--- src/rtl/riscv_axi_pkg.sv ---
// Shared types and constants for the AXI4-Lite GPR write bridge and its optional read port.
package riscv_axi_pkg;

  localparam int unsigned DATA_W      = 32;
  localparam int unsigned STRB_W      = 4;
  localparam int unsigned RESP_W      = 2;
  localparam int unsigned GPR_IDX_LSB = 2;
  localparam int unsigned GPR_IDX_MSB = 6;
  localparam int unsigned GPR_IDX_W   = GPR_IDX_MSB - GPR_IDX_LSB + 1;
  localparam int unsigned ADDR_LO_W   = GPR_IDX_MSB + 1;

  localparam logic [RESP_W-1:0] RESP_OKAY   = 2'b00;
  localparam logic [RESP_W-1:0] RESP_SLVERR = 2'b10;
  localparam logic [STRB_W-1:0] STRB_FULL   = 4'hF;

  typedef enum logic [2:0] {
    WR_IDLE,
    WR_CHECK,
    WR_WAIT_HALT,
    WR_WRITE,
    WR_RESP
  } wr_state_e;

  typedef enum logic {
    RD_IDLE,
    RD_DATA
  } rd_state_e;

  // Latched write request; only the decoded low address bits are kept.
  typedef struct packed {
    logic [ADDR_LO_W-1:0] addr_lo;
    logic [DATA_W-1:0]    data;
    logic [STRB_W-1:0]    strb;
  } wr_req_t;

  function automatic logic [GPR_IDX_W-1:0] gpr_idx(input logic [ADDR_LO_W-1:0] addr_lo);
    return addr_lo[GPR_IDX_MSB:GPR_IDX_LSB];
  endfunction

  function automatic logic misaligned(input logic [ADDR_LO_W-1:0] addr_lo);
    return addr_lo[1:0] != 2'b00;
  endfunction

endpackage

--- src/rtl/axi_reg_rd_port.sv ---
// AXI4-Lite read channel onto the register file's combinational debug read port.
module axi_reg_rd_port
  import riscv_axi_pkg::*;
(
  input  logic                 clk,
  input  logic                 rst,
  input  logic [ADDR_LO_W-1:0] i_araddr_lo,
  input  logic                 i_arvalid,
  output logic                 o_arready,
  output logic [DATA_W-1:0]    o_rdata,
  output logic [RESP_W-1:0]    o_rresp,
  output logic                 o_rvalid,
  input  logic                 i_rready,
  output logic [GPR_IDX_W-1:0] o_rd_addr,
  input  logic [DATA_W-1:0]    i_rd_data
);

  rd_state_e             r_state;
  rd_state_e             w_state_nxt;
  logic                  w_ar_hs;
  logic                  r_err;
  logic                  r_rvalid;
  logic [DATA_W-1:0]     r_rdata;
  logic [RESP_W-1:0]     r_rresp;
  logic [GPR_IDX_W-1:0]  r_rd_addr;

  always_ff @(posedge clk or posedge rst) begin
    if (rst) r_state <= RD_IDLE;
    else     r_state <= w_state_nxt;
  end

  always_comb begin
    w_state_nxt = r_state;
    case (r_state)
      RD_IDLE: if (i_arvalid)            w_state_nxt = RD_DATA;
      RD_DATA: if (r_rvalid && i_rready) w_state_nxt = RD_IDLE;
      default:                           w_state_nxt = RD_IDLE;
    endcase
  end

  always_comb begin
    o_arready = (r_state == RD_IDLE);
    o_rvalid  = r_rvalid;
    o_rdata   = r_rdata;
    o_rresp   = r_rresp;
    o_rd_addr = r_rd_addr;
  end

  assign w_ar_hs = i_arvalid && o_arready;

  // Index is presented to the reg file first; its data is captured one cycle later.
  always_ff @(posedge clk or posedge rst) begin
    if (rst) begin
      r_rd_addr <= '0;
      r_err     <= 1'b0;
      r_rvalid  <= 1'b0;
      r_rdata   <= '0;
      r_rresp   <= RESP_OKAY;
    end else begin
      if (w_ar_hs) begin
        r_rd_addr <= gpr_idx(i_araddr_lo);
        r_err     <= misaligned(i_araddr_lo);
      end
      if (r_state == RD_DATA && !r_rvalid) begin
        r_rdata  <= (r_rd_addr == '0) ? '0 : i_rd_data;
        r_rresp  <= r_err ? RESP_SLVERR : RESP_OKAY;
        r_rvalid <= 1'b1;
      end else if (r_rvalid && i_rready) begin
        r_rvalid <= 1'b0;
      end
    end
  end

endmodule

--- src/rtl/axi_reg_wr_bridge.sv ---
// AXI4-Lite slave writing RV32I GPRs x1..x31 through the reg file's priority write port.
// Define AXI_REG_BRIDGE_RD_EN to add the read channel (axi_reg_rd_port).
module axi_reg_wr_bridge
  import riscv_axi_pkg::*;
#(
  parameter int unsigned ADDR_W       = 32,
  parameter bit          REQUIRE_HALT = 1'b1
) (
  input  logic                 clk,
  input  logic                 rst,
  input  logic [ADDR_W-1:0]    s_awaddr,
  input  logic                 s_awvalid,
  output logic                 s_awready,
  input  logic [DATA_W-1:0]    s_wdata,
  input  logic [STRB_W-1:0]    s_wstrb,
  input  logic                 s_wvalid,
  output logic                 s_wready,
  output logic [RESP_W-1:0]    s_bresp,
  output logic                 s_bvalid,
  input  logic                 s_bready,
  input  logic                 cpu_halt_i,
  output logic                 axi_reg_we_o,
  output logic [GPR_IDX_W-1:0] axi_addr_d_o,
  output logic [DATA_W-1:0]    axi_data_d_o
`ifdef AXI_REG_BRIDGE_RD_EN
  ,
  input  logic [ADDR_W-1:0]    s_araddr,
  input  logic                 s_arvalid,
  output logic                 s_arready,
  output logic [DATA_W-1:0]    s_rdata,
  output logic [RESP_W-1:0]    s_rresp,
  output logic                 s_rvalid,
  input  logic                 s_rready,
  output logic [GPR_IDX_W-1:0] dbg_rd_addr_o,
  input  logic [DATA_W-1:0]    dbg_rd_data_i
`endif
);

  wr_state_e             r_state;
  wr_state_e             w_state_nxt;
  wr_req_t               r_req;
  logic                  r_aw_got;
  logic                  r_w_got;
  logic                  r_out_en;
  logic [RESP_W-1:0]     r_bresp;
  logic [GPR_IDX_W-1:0]  r_addr_d;
  logic [DATA_W-1:0]     r_data_d;
  logic                  w_aw_hs;
  logic                  w_w_hs;
  logic                  w_err;
  logic                  w_is_x0;
  logic                  w_load_d;
  logic                  w_unused_awaddr;

  // Interconnect has already decoded the upper address bits.
  assign w_unused_awaddr = &{1'b0, s_awaddr[ADDR_W-1:ADDR_LO_W]};

  assign w_aw_hs  = s_awvalid && s_awready;
  assign w_w_hs   = s_wvalid && s_wready;
  assign w_err    = misaligned(r_req.addr_lo) || (r_req.strb != STRB_FULL);
  assign w_is_x0  = (gpr_idx(r_req.addr_lo) == '0);
  assign w_load_d = (w_state_nxt == WR_WRITE) && (r_state != WR_WRITE);

  always_ff @(posedge clk or posedge rst) begin
    if (rst) r_state <= WR_IDLE;
    else     r_state <= w_state_nxt;
  end

  always_comb begin
    w_state_nxt = r_state;
    case (r_state)
      WR_IDLE: begin
        if ((r_aw_got || w_aw_hs) && (r_w_got || w_w_hs)) w_state_nxt = WR_CHECK;
      end
      WR_CHECK: begin
        if (w_err || w_is_x0)                  w_state_nxt = WR_RESP;
        else if (REQUIRE_HALT && !cpu_halt_i)  w_state_nxt = WR_WAIT_HALT;
        else                                   w_state_nxt = WR_WRITE;
      end
      WR_WAIT_HALT: if (cpu_halt_i) w_state_nxt = WR_WRITE;
      WR_WRITE:                     w_state_nxt = WR_RESP;
      WR_RESP:      if (s_bready)   w_state_nxt = WR_IDLE;
      default:                      w_state_nxt = WR_IDLE;
    endcase
  end

  // Ready/valid/strobe decode from flops only; r_out_en keeps everything low through reset.
  always_comb begin
    s_awready    = r_out_en && (r_state == WR_IDLE) && !r_aw_got;
    s_wready     = r_out_en && (r_state == WR_IDLE) && !r_w_got;
    s_bvalid     = (r_state == WR_RESP);
    s_bresp      = r_bresp;
    axi_reg_we_o = (r_state == WR_WRITE);
    axi_addr_d_o = r_addr_d;
    axi_data_d_o = r_data_d;
  end

  always_ff @(posedge clk or posedge rst) begin
    if (rst) begin
      r_out_en <= 1'b0;
      r_aw_got <= 1'b0;
      r_w_got  <= 1'b0;
      r_req    <= '0;
      r_bresp  <= RESP_OKAY;
      r_addr_d <= '0;
      r_data_d <= '0;
    end else begin
      r_out_en <= 1'b1;
      if (w_aw_hs) begin
        r_aw_got      <= 1'b1;
        r_req.addr_lo <= s_awaddr[ADDR_LO_W-1:0];
      end
      if (w_w_hs) begin
        r_w_got    <= 1'b1;
        r_req.data <= s_wdata;
        r_req.strb <= s_wstrb;
      end
      if (r_state == WR_CHECK) r_bresp <= w_err ? RESP_SLVERR : RESP_OKAY;
      if (r_state == WR_RESP && s_bready) begin
        r_aw_got <= 1'b0;
        r_w_got  <= 1'b0;
      end
      // Write-port address/data hold their value between pulses.
      if (w_load_d) begin
        r_addr_d <= gpr_idx(r_req.addr_lo);
        r_data_d <= r_req.data;
      end
    end
  end

`ifdef AXI_REG_BRIDGE_RD_EN
  logic w_unused_araddr;
  assign w_unused_araddr = &{1'b0, s_araddr[ADDR_W-1:ADDR_LO_W]};

  axi_reg_rd_port u_rd_port (
    .clk         (clk),
    .rst         (rst),
    .i_araddr_lo (s_araddr[ADDR_LO_W-1:0]),
    .i_arvalid   (s_arvalid),
    .o_arready   (s_arready),
    .o_rdata     (s_rdata),
    .o_rresp     (s_rresp),
    .o_rvalid    (s_rvalid),
    .i_rready    (s_rready),
    .o_rd_addr   (dbg_rd_addr_o),
    .i_rd_data   (dbg_rd_data_i)
  );
`endif

endmodule

--- config.mk ---
export PLATFORM = sky130hd
export DESIGN_NAME = axi_reg_wr_bridge
export DESIGN_NICKNAME = d
export VERILOG_FILES = /design/src/rtl/riscv_axi_pkg.sv /design/src/rtl/axi_reg_rd_port.sv /design/src/rtl/axi_reg_wr_bridge.sv
export SDC_FILE = /design/constraint.sdc
export NUM_CORES = 1
export LEC_CHECK = 0
export BUFFER_PORTS_ARGS = -buffer_cell sky130_fd_sc_hd__buf_2
export CORE_MARGIN = 10
export CORE_UTILIZATION = 37
export DETAILED_ROUTE_END_ITERATION = 12
export SYNTH_ARGS = -nofsm -noshare
export SYNTH_HDL_FRONTEND = slang
export SYNTH_SLANG_ARGS = --single-unit
--- constraint.sdc ---
create_clock -name clk -period 6.4 [get_ports clk]
set_input_delay 0.64 -clock clk [delete_from_list [all_inputs] [get_ports clk]]
set_output_delay 0.64 -clock clk [all_outputs]
set_load 0.03 [all_outputs]
# After elaboration in Yosys (flattened, before gate mapping)
# Index checks and enable logic that the tools add are counted.
[word_totals]
output_inout_bits = 43
elab_cells = 47
regBits = 88
[classes]
reduce_logical = 19
mux = 11
eq_ne = 7
[op_table]
columns = ["operator", "count"]
rows = [
  ["$pmux 3 s5", 1],
  ["$mux 3", 4],
  ["$eq 3x2->1 const B", 3],
  ["$logic_and 1x1->1", 8],
  ["$reduce_bool 2->1", 3],
  ["$logic_not 5->1", 1],
  ["$mux 1", 5],
  ["$logic_or 1x1->1", 4],
  ["$ne 4x4->1 const B", 1],
  ["$eq 3x1->1 const B", 1],
  ["$eq 3x3->1 const B", 1],
  ["$logic_not 3->1", 1],
  ["$ne 3x2->1 const B", 1],
  ["$logic_not 1->1", 2],
  ["$mux 2", 1],
]

# Longest topological paths before layout
# Gate-level depths: netlist of the first run.
[depth]
word_depth = 10
mapped_depth = 6
mapped_depth_nobuf = 4

# Worst setup path after synthesis of the first run
# Ideal clock, no wire load.
[synth_timing]
path_type = "register to register"
startpoint = "register r_state[0]"
endpoint = "register r_req[36] in the netlist's numbering"
arrival_ns = 2.024
path_buffers = 1
required_time_ns = 6.275
setup_slack_ns = 4.251
period_less_slack_ns = 2.149
path_stages_with_launch = 6
cell_sequence = "dfrtp_1 buf_2 or4b_4 nor2_1 nand2_2 mux2_2"
[synth_via]
elab_chain_len = 4
[synth_lines]
columns = ["element", "line_no", "rtl"]
rows = [
  ["from (decl)", "axi_reg_wr_bridge.sv:39", "wr_state_e r_state;"],
  ["from (signal assigned)", "axi_reg_wr_bridge.sv:66", "else r_state <= w_state_nxt;"],
  ["$logic_not 3->1", "axi_reg_wr_bridge.sv:89", "s_awready = r_out_en && (r_state == WR_IDLE) && !r_aw_got;"],
  ["$logic_and 1x1->1 (2 in series)", "axi_reg_wr_bridge.sv:89", ""],
  ["net s_awready", "axi_reg_wr_bridge.sv:13", "output logic s_awready,"],
  ["$logic_and 1x1->1", "axi_reg_wr_bridge.sv:58", "assign w_aw_hs = s_awvalid && s_awready;"],
  ["to (decl)", "axi_reg_wr_bridge.sv:41", "wr_req_t r_req;"],
]
# The timed path passes the listed nets, and every way through them passes these cells.
# A chain may end at the register's enable or synchronous reset.

# Worst setup path after layout of the first run
[layout_timing]
startpoint = "register r_state[0]"
endpoint = "output s_awready"
[layout_via]
elab_chain_len = 3
[layout_lines]
columns = ["element", "line_no"]
rows = [
  ["$logic_not 3->1", "axi_reg_wr_bridge.sv:89"],
  ["$logic_and 1x1->1 (2 in series)", "axi_reg_wr_bridge.sv:89"],
  ["to (decl)", "axi_reg_wr_bridge.sv:13"],
]
# Every way passes these cells.

==> metrics.md, run 1 <==
| Metric | Value |
|---|---|
| Via/cell ratio | 5.63 |
| Setup_tns | 0 ns |
| # hold bufs at CTS | 0 |
| Synth-to-Final Area Change | 17.2% |
| DR vias | roughly 3800 |
| Io pins | 117 |
| Syn_nets | ~510 |
| Site Rows | 40 |
| Core area | between 10000 and 15000 sq um |
| Worst slew pin tran | 1.15 ns |
| DR DRC count | 0 |
| CTS resizes | 0 |
| Pleak | ~0.0022 uW |
| PwrDens | between 300 and 400 nW/um^2 |
| Startpoint Class | flip-flop |
| Critical path's largest stage delay | ~0.74 ns |
| PortBufs | 90 |
| Avg Inst Size Synth | 10.7 sq um |
| Final Hold Fails | 0 |
| Routed Antenna Nets | 0 |
| Status | complete, no violations |
| CTS sink cnt | between 80 and 90 |
| Iteration-0 DRC Markers | roughly 310 |
| Fin Clk Skew | 0.00989 ns |
| Clock share of power | 0.237 |
| Min-delay worst type | in -> async |
| Clock Latency Late Sink | 0.34 ns |
| Gpl congestion | between 0.7 and 0.8 |
| Initial antenna violation count | 0 |
| Largest delay contributor family on the critical path | simple AND/OR/NAND/NOR gates |
| Vias in the first global route | 3867 |
| Worst-path clk slew | around 0.07 ns |
| Slew Limit Fails | 0 |
| Most common cell after layout, fill and taps aside | buf_2 |
| Layout Utilization | 0.447 |
| Layout cell share with drive strength beyond 1 | 0.323 |
| Sw frac | 0.354 |
| Final setup violation count | 0 |
| Critical-path maximum fanout | 45 |
| CTS H-Tree Depth | 3 |
| Highest Clock Rate | about 360 MHz |
| VDD IR max | ~0.23 mV |
| Setup Buffers After CTS | 0 |
| Yosys top cell by area | dfrtp_1 |
| Slowest-stage cell, CP | dfrtp_2 |
| Critical path required time | 5.76 ns |
| Final WL | roughly 12000 um |
| Synth top area share | 0.469 |
| TritonCTS clock tree | built |
| Wire per inst | roughly 19 um |
| Drt pass-1 iters | 6 |
| Largest cells by area after synthesis | dfrtp_1, mux2_4, a21boi_0 |
| Max Root-Sink Buffers | 2 |
| Sequential share of power | 0.414 |
| Sw Pwr | approximately 740 uW |
| Global-route wire length before repair | between 20000 and 25000 um |
| Fin nets | 570 |
| Seq cells post-synth | slightly below 90 |
| Initial Util | 0.381 |
| Synth cell types | 36 |
| Die Ht | around 130 um |
| Most frequent cells in the layout | buf_2, dfrtp_1 |
| Worst slew margin | 0.235 |
| Internal Power | 1340 uW |
| Max cap viols | 0 |
| Dpl hpwl | around 7600 um |
| Critical path type | reg -> out |
| Pin count of the biggest net entering global routing | 110 |
| Warnings, synthesis | 0 |
| Seq/Total Area, Yosys | 0.469 |
| Global route overflow | 0 |
| RSZ-0062 raised after global routing | false |
| Crit-path cells | or4b_4, nor2_1, buf_2 |
| Clock Tree Root | clkbuf_16 |
| Total die area | between 15000 and 20000 sq um |
| Worst Setup End Kind | output pin |
| CTS buffer count | 9 |
| Fin crit period | around 2.8 ns |
| Crit path DAT | 2.14 ns |
| Die width | 132 um |
| Mapped Cells | about 440 |
| Total track usage | 0.140 |
| Buffers and inverters on the worst path | 1 |
| Tcrit/Tclk final | 0.435 |
| Antenna diodes | 0 |
| Cell Area, Synth | 4640 sq um |
| Comb power frac | 0.348 |
-- power by group through the flow --
stage | logic [uW] | clock network (uW) | registers (uW)
final | 725 | 494 | 861
after global routing | 794 | 529 | 885
after CTS | 732 | 507 | 863
after detailed placement | 729 | 0 | 870
after global placement | 708 | 0 | 865
after floorplan | 603 | 0 | 812
-- sequential cells by signal, indices dropped and copies added, names as in the netlist --
register / flops
r_aw_got: 1
axi_addr_d_o: 5
r_req: 43
axi_data_d_o: 32
r_out_en: 1
r_state: 3
r_w_got: 1
s_bresp: 1
-- synth_stat cells --
library cell / n
a211o_1: 1
a21boi_0: 37
a21oi_1: 4
a22oi_1: 2
a31oi_1: 35
and4b_1: 1
buf_1: 4
buf_2: 6
buf_4: 1
buf_6: 3
clkbuf_1: 32
conb_1: 2
dfrtp_1: 87
inv_1: 6
inv_2: 1
mux2_2: 14
mux2_4: 29
nand2_1: 2
nand2_2: 1
nand2_4: 1
nand2b_1: 2
nand3_1: 37
nand4_1: 37
nor2_1: 5
nor2_4: 1
nor2b_1: 37
nor3_1: 1
nor4_1: 1
o2111a_1: 1
o2111ai_2: 1
o211ai_1: 37
o21ai_0: 2
o221ai_1: 1
o22ai_1: 1
or4_1: 1
or4b_4: 1
-- per-layer routing --
metal | vias up | GRT usage | routed length, um
met5 | - | 0 | 0
li1 | 1765 | - | -
met4 | 0 | 0.0334 | 107
met2 | 104 | 0.230 | 6250
met1 | 1889 | 0.171 | 5510
met3 | 8 | 0.0488 | 619
-- kinds of logic (layout without fill, tap and decap cells) --
kind of cell | Yosys count | count (layout) | share of synthesized area
buffers and inverters | 53 | 119 | 0.0502
muxes | 43 | 43 | 0.128
AOI/OAI and AO/OA | 122 | 122 | 0.187
and+or+nand+nor | 128 | 128 | 0.163
DFF | 87 | 87 | 0.469
other | 2 | 2 | 0.00162
-- stage by stage --
stage / hold slack (ns) / power (uW) / cells / area (sq um) / setup WS, ns
3_5_place_dp: 0.488 / 1600 / 653 / 5160 / 3.87
6_report: 0.404 / 2080 / 669 / 5440 / 3.62
5_1_grt: 0.462 / 2210 / 669 / 5440 / 3.50
3_3_place_gp: 0.483 / 1570 / 653 / 5160 / 3.91
4_1_cts: 0.425 / 2100 / 669 / 5440 / 3.59
2_1_floorplan: 0.471 / 1420 / 435 / 4640 / 3.51
-- area by class of cell --
type / count / area [sq um]
repair buffers: 96 / 495
inverters: 7 / 27.5
flip-flops and latches: 87 / 2180
clock buffers: 13 / 260
fillers: 1172 / 6720
well taps: 168 / 210
multi-input cells: 295 / 2250
clock inverters: 3 / 18.8
-- path summary, 6_finish.rpt --
kind / depth (start not counted) / slack [ns] / to / from
worst max-delay path: 3 / 3.62 / s_awready / r_state[0]$_DFF_PP0_
worst min-delay path: 2 / 0.40 / r_req[22]$_DFFE_PP0P_ / rst
worst max register to register: 4 / 3.89 / r_req[19]$_DFFE_PP0P_ / r_state[0]$_DFF_PP0_
worst min register to register: 1 / 0.50 / r_req[32]$_DFFE_PP0P_ / r_req[32]$_DFFE_PP0P_
max in group asynchronous: 3 / 4.90 / r_state[0]$_DFF_PP0_ / rst
min in group clk: 1 / 0.50 / r_req[32]$_DFFE_PP0P_ / r_req[32]$_DFFE_PP0P_
Power figures use the tool's default switching activity.
==> inputs of run 2 (changes only) <==
==> constraint.sdc (replaced) <==
create_clock -name clk -period 2.8 [get_ports clk]
set_input_delay 0.28 -clock clk [delete_from_list [all_inputs] [get_ports clk]]
set_output_delay 0.28 -clock clk [all_outputs]
set_load 0.03 [all_outputs]
==> metrics.md, run 2 (same netlist as run 1, synthesis figures left out) <==
| Metric | Value |
|---|---|
| Status | finished with violations |
| Failing checks | hold timing |
| Wire per inst | 19.1 um (+2.3%) |
| Die width | 132 um (unchanged) |
| Worst slew margin | 0.523 (+0.288) |
| Total track usage | 0.146 (+0.00652) |
| Hold slack | -0.00938 ns (-0.414 ns) |
| CTS sink cnt | 87 (unchanged) |
| Gpl congestion | 0.740 (+5.3%) |
| RSZ-0062 raised after global routing | false |
| Fill cell count | 1170 (-0.17%) |
| Clock Tree Root | clkbuf_16 |
| Max Root-Sink Buffers | 2 (unchanged) |
| Routed Antenna Nets | 0 (unchanged) |
| PortBufs | 90 (unchanged) |
| VDD IR max | 0.420 mV (+85%) |
| Setup Buffers After CTS | 0 (unchanged) |
| Worst-path clk slew | 0.07 ns (about the same) |
| Drt pass-1 iters | 4 (-2) |
| Most frequent cells in the layout | buf_2, dfrtp_1 |
| Vias in the first global route | 4046 (+4.6%) |
| CTS H-Tree Depth | 3 (unchanged) |
| Pleak | 0.00222 uW (+1.5%) |
| Most common cell after layout, fill and taps aside | buf_2 |
| CTS resizes | 0 (unchanged) |
| Critical-path maximum fanout | 40 (-11%) |
| Critical path required time | 2.52 ns (-3.24 ns) |
| Core area | 12200 sq um (unchanged) |
| Synth-to-Final Area Change | 18.9% |
| Max cap viols | 0 (unchanged) |
| Fin nets | 576 (+1.1%) |
| Min-delay worst type | in -> async |
| DR DRC count | 0 (unchanged) |
| # hold bufs at CTS | 0 (unchanged) |
| Initial antenna violation count | 0 (unchanged) |
| CTS buffer count | 9 (unchanged) |
| Initial Util | 0.381 (unchanged) |
| Fin crit period | roughly 2.2 ns |
| Via/cell ratio | 5.63 (about the same) |
| CP startpoint | r_state[2]$_DFF_PP0_ |
| FF-to-FF path depth | 4 (unchanged) |
| Critical path type | reg -> out |
| Site Rows | 40 (unchanged) |
| Final Hold Fails | 12 (+12) |
| Highest Clock Rate | 460 MHz |
| Total die area | 17400 sq um (unchanged) |
| Final Instance Count excl. Fillers | 675 (+0.90%) |
| Final setup violation count | 0 (unchanged) |
| DR vias | 3799 (+0.88%) |
| TritonCTS clock tree | built |
| Setup crit end | s_bvalid |
| Crit Reg-Reg Endpoint | r_req[22]$_DFFE_PP0P_ |
| Pin count of the biggest net entering global routing | 110 (unchanged) |
| Io pins | 117 (unchanged) |
| DP Cell Count | 659 (+0.92%) |
| Reg2reg start | r_state[1]$_DFF_PP0_ |
| Dpl hpwl | 8150 um (+7.6%) |
| Setup_tns | 0 ns (unchanged) |
| Startpoint Class | flip-flop |
| Slew Limit Fails | 0 (unchanged) |
| Die Ht | 132 um (unchanged) |
| Global-route wire length before repair | 21200 um (+4.8%) |
| Clock Latency Late Sink | 0.34 ns (about the same) |
| Worst Setup End Kind | output pin |
| Crit path DAT | 1.90 ns (-0.24 ns) |
| Tcrit/Tclk final | 0.777 |
| PwrDens | 874 nW/um^2 (+130%) |
| Final WL | 12900 um (+3.2%) |
| Largest register by flop count | r_req |
| Reg-to-reg setup timing slack | 0.65 ns (-3.24 ns) |
| Antenna diodes | 0 (unchanged) |
| Iteration-0 DRC Markers | 359 (+15%) |
| Global route overflow | 0 (unchanged) |
| Fin Clk Skew | 0.00557 ns (-0.00432 ns) |
| Layout cell share with drive strength beyond 1 | 0.333 (+0.00998) |
| Worst slew pin tran | 0.716 ns (-0.431 ns) |
| Max FFs per register | 43 (unchanged) |
==> run 2: cell count changes in the layout (fill, tap and decap cells not counted), sizes merged <==
cell / change
buf: +6
clkbuf: -1
clkinv: -2
clkinvlp: +2
inv: +1
==> run 2: critical path: stages, from the launching register on <==
cell and delay, ns:
dfrtp_1 0.35, buf_4 0.42, inv_1 0.15, nor3_1 0.35, buf_2 0.28
==> run 2: report_power, final <==
group / internal (uW) / total (uW) / leakage (uW) / switching (uW)
clock: 652 / 1160 / 0.000135 / 507
combinational: 807 / 1780 / 0.00116 / 970
sequential: 1630 / 1880 / 0.000922 / 248
total: 3090 / 4820 / 0.00222 / 1730
==> run 2: area by class of cell <==
type                    instances  area [sq um]  area share
clock buffers                  12           256      0.0465
clock inverters                 4          28.8     0.00522
inverters                       7          27.5     0.00499
multi-input cells             295          2250       0.408
flip-flops and latches         87          2180       0.395
well taps                     168           210      0.0381
repair buffers                102           566       0.103
==> run 2: metal layers <==
metal	global-route usage	routed length, um	vias to the layer above	share of wire
met1	0.185	5930	1918	0.46
met4	0.0476	172	0	0.013
met2	0.239	6110	96	0.47
li1	-	-	1773	-
met5	0	0	-	0
met3	0.0351	672	12	0.052
==> run 2: how the worst min path moves through the flow <==
| stage | from | to | slack (ns) | cells after the start |
|---|---|---|---|---|
| after global placement | rst | r_req[24]$_DFFE_PP0P_ | 0.38 | 2 |
| after CTS | rst | r_req[26]$_DFFE_PP0P_ | 0.008 | 2 |
| final | rst | r_req[26]$_DFFE_PP0P_ | -0.009 | 2 |
| after floorplan | s_bready | r_w_got$_DFFE_PP0P_ | 0.37 | 1 |
| after detailed placement | rst | r_req[24]$_DFFE_PP0P_ | 0.38 | 2 |
| after global routing | rst | r_req[26]$_DFFE_PP0P_ | 0.04 | 2 |
==> run 2: per-stage QoR <==
| stage | total power [uW] | area (sq um) | util | worst slack [ns] |
|---|---|---|---|---|
| finish | 4820 | 5510 | 0.453 | 0.624 |
| global route | 5120 | 5510 | 0.453 | 0.425 |
| CTS | 4870 | 5510 | 0.453 | 0.588 |
| detailed placement | 3690 | 5230 | 0.430 | 0.656 |
| global placement | 3620 | 5230 | 0.430 | 0.695 |
| floorplan | 3230 | 4640 | - | 0.270 |
==> inputs of run 3 (changes only) <==
--- a/config.mk
+++ b/config.mk
@@ -5,6 +5,7 @@
 export SDC_FILE = /design/constraint.sdc
 export NUM_CORES = 1
 export LEC_CHECK = 0
+export ABC_AREA = 1
 export BUFFER_PORTS_ARGS = -buffer_cell sky130_fd_sc_hd__buf_2
 export CORE_MARGIN = 10
 export CORE_UTILIZATION = 37
==> constraint.sdc (replaced) <==
create_clock -name clk -period 1.8 [get_ports clk]
set_input_delay 0.18 -clock clk [delete_from_list [all_inputs] [get_ports clk]]
set_output_delay 0.18 -clock clk [all_outputs]
set_load 0.03 [all_outputs]
==> metrics.md, run 3 <==
| Metric | Value |
|---|---|
| Initial antenna violation count | 1 (+1) |
| Wire per inst | 14.7 um (-23%) |
| Most frequent cells in the layout | nand2_1, buf_2, dfrtp_1 |
| Clock Tree Root | clkbuf_8 |
| Most frequent cells after synthesis | nand2_1, dfrtp_1, nand3_1, buf_2, inv_1 |
| Mapped Cells | 400 (-8.0%) |
| Total track usage | 0.134 (-0.0124) |
| Dpl hpwl | 6330 um (-22%) |
| Status | complete, no violations |
| Final WL | 9340 um (-27%) |
| Max cap viols | 0 (unchanged) |
| Most numerous cell in the Yosys netlist | nand2_1 |
| CTS sink cnt | 87 (unchanged) |
| Most used flip-flop cell after synthesis | dfrtp_1 |
| RSZ-0062 raised after global routing | false |
| Startpoint Class | flip-flop |
| Layout cell share with drive strength beyond 1 | 0.271 (-0.0624) |
| Largest delay contributor family on the critical path | flip-flops |
| Worst-path clk slew | 0.09 ns (+0.02 ns) |
| Hold path startpoint | s_wdata[28] |
| Site Rows | 36 (-10%) |
| Routed Antenna Nets | 0 (unchanged) |
| Critical path type | reg -> out |
| Critical path's largest stage delay | 0.45 ns (+0.03 ns) |
| Hold Crit Depth | 3 |
| VDD IR max | 0.485 mV (+16%) |
| Clock Latency Late Sink | 0.35 ns (about the same) |
| Number of enable flip-flop cells after synthesis | 0 (unchanged) |
| Pleak | 0.00256 uW (+15%) |
| CTS buffer count | 9 (unchanged) |
| Clock share of power | 0.221 (-0.020) |
| Most used cell, CP | nor2_4 |
| Fin Clk Skew | 0.0130 ns (+0.00747 ns) |
| Highest Clock Rate | 586 MHz |
| Tcrit/Tclk final | 0.948 |
| Crit-path cells | inv_2, nand2_2, nor2_4, nand2_4, nor2_4, clkbuf_4 |
| PwrDens | 1270 nW/um^2 (+45%) |
| Sequential share of power | 0.511 (+0.120) |
| Synth cell types | 25 (-31%) |
| Setup_tns | 0 ns (unchanged) |
| Slew Limit Fails | 0 (unchanged) |
| Critical path required time | 1.62 ns (-0.90 ns) |
| Largest register by flop count | r_req |
| Critical-path maximum fanout | 5 (-88%) |
| Hold Path End | r_req[32]$_DFFE_PP0P_ |
| Fin crit period | ~1.7 ns |
| Most common cell after layout, fill and taps aside | nand2_1 |
| Synth top area share | 0.600 (+0.130) |
| Global route overflow | 0 (unchanged) |
| Initial Util | 0.375 (-0.00644) |
| Die Ht | 119 um (-9.8%) |
| Crit Reg-Reg Endpoint | r_req[3]$_DFFE_PP0P_ |
| DR DRC count | 0 (unchanged) |
| Cell area after layout | 4460 sq um (-19%) |
| Io pins | 117 (unchanged) |
| Seq/Total Area, Yosys | 0.600 (+0.130) |
| Avg Inst Size Synth | 9.08 sq um (-15%) |
| Crit. path cell count | 6 (+2) |
| Die width | 119 um (-9.8%) |
| Total Power | 5650 uW (+17%) |
| Core area | 9680 sq um (-20%) |
| Comb power frac | 0.268 (-0.101) |
| Seq cells post-synth | 87 (unchanged) |
| Post-DP Area | 4210 sq um (-20%) |
| TritonCTS clock tree | built |
| Global-route wire length before repair | 15600 um (-26%) |
| Sw Pwr | 2020 uW (+17%) |
| Yosys top cell by area | dfrtp_1 |
| Vias in the first global route | 3020 (-25%) |
| Min-delay worst type | in -> reg |
| Fraction of synthesis flops using an asynchronous set or reset pin | 1.00 (unchanged) |
| Total die area | 14200 sq um (-19%) |
| Max Root-Sink Buffers | 2 (unchanged) |
| Synth-to-Final Area Change | 22.7% |
| Via/cell ratio | 4.58 (-19%) |
| Largest cells by area after synthesis | dfrtp_1, nand2_1, nand3_1 |
| Slowest-stage cell, CP | dfrtp_1 |
| Pin count of the biggest net entering global routing | 51 (-54%) |
| Drt pass-1 iters | 4 (unchanged) |
| Dpl ws | 0.232 ns (-0.424 ns) |
| Syn_nets | 474 (-6.9%) |
| Fin nets | 571 (-0.87%) |
| Internal Power | 3630 uW (+17%) |
| FF-to-FF path depth | 9 (+5) |
| Warnings, synthesis | 0 (unchanged) |
| Worst slew margin | 0.577 (+0.0541) |
| CTS H-Tree Depth | 3 (unchanged) |
| Max FFs per register | 43 (unchanged) |
| Worst slew pin tran | 0.635 ns (-0.0805 ns) |
| Crit path DAT | 1.53 ns (-0.37 ns) |
| Reg-to-reg setup timing slack | 0.24 ns (-0.41 ns) |
| Final Hold Fails | 0 (-12) |
| Iteration-0 DRC Markers | 207 (-42%) |
| Gpl congestion | 0.753 (+1.8%) |
| Worst Setup End Kind | output pin |
| Fill cell count | 974 (-17%) |
| PortBufs | 90 (unchanged) |
| Setup WS post-layout | 0.0934 ns (-0.530 ns) |
| Buffers and inverters on the worst path | 2 (-1) |
| Cell Area, Synth | 3630 sq um (-22%) |
| DR vias | 2915 (-23%) |
| Reg2reg start | r_state[1]$_DFF_PP0_ |
| Sw frac | 0.358 (about the same) |
| Final setup violation count | 0 (unchanged) |
[run 3: cell types whose count changed after synthesis, sizes merged, moves of 3 or more]
cell    before  now
a21boi      37    0
a21oi        4    0
a31oi       35    0
buf         14   17
clkbuf      32    5
inv          7   13
mux2        43    0
nand2        4  175
nand3       37   84
nand4       37    2
nor2b       37    0
o211ai      37    1
[run 3: cell type report]
type	count	area, sq um	share of cell area
clock buffer	10	138	0.0309
inverter	13	55.1	0.0124
timing repair buffer	108	611	0.137
clock inverter	6	42.5	0.00955
multi-input combinational	278	1260	0.284
tap	133	166	0.0373
sequential	87	2180	0.488
antenna	1	2.50	0.000561
[run 3: how the worst max path moves through the flow]
stage / start / to
floorplan: r_state[1]$_DFF_PP0_ / r_state[2]$_DFF_PP0_
global placement: r_state[1]$_DFF_PP0_ / r_req[0]$_DFFE_PP0P_
detailed placement: r_state[1]$_DFF_PP0_ / r_req[3]$_DFFE_PP0P_
CTS: r_state[1]$_DFF_PP0_ / s_awready
global route: r_state[1]$_DFF_PP0_ / s_awready
finish: r_state[1]$_DFF_PP0_ / s_awready
[run 3: metal layers]
layer | GRT usage | vias to the layer above | routed length, um
met4 | 0.0496 | 0 | 133
met1 | 0.175 | 1377 | 4540
met2 | 0.208 | 67 | 4220
li1 | - | 1463 | -
met5 | 0 | - | 0
met3 | 0.0345 | 8 | 452
[run 3: stage by stage]
stage,util,std cells,hold WS [ns]
floorplan,-,400,0.290
global placement,0.435,612,0.345
detailed placement,0.435,612,0.354
CTS,0.457,632,0.00108
global route,0.460,635,0.00380
finish,0.460,636,0.0180
[run 3: logic make-up after synthesis]
family / Yosys count / synth area share
simple gates: 272 / 0.338
flops: 87 / 0.600
buf+inv: 35 / 0.0520
compound gates: 4 / 0.00827
other cells: 2 / 0.00207
[run 3: power groups by stage]
stage / clock, uW / sequential [uW] / combinational, uW
global placement: 0 / 2900 / 1480
detailed placement: 0 / 2920 / 1510
global route: 1380 / 2970 / 1720
floorplan: 0 / 3060 / 926
finish: 1250 / 2890 / 1520
CTS: 1300 / 2890 / 1520
[run 3: tightest hold or removal path: cells and delay by family]
kind | cells | cell delay, ns
AND/OR/NAND/NOR | 2 | 0.08
buffers and inverters | 1 | 0.08
[run 3: what timing repair did]
item                                    in CTS  in global routing
setup buffers                                0                  3
hold buffers                                 4                  0
hold endpoints to repair                    40                  0
gates resized for setup                      0                  1
endpoints found under the setup margin       0                  1
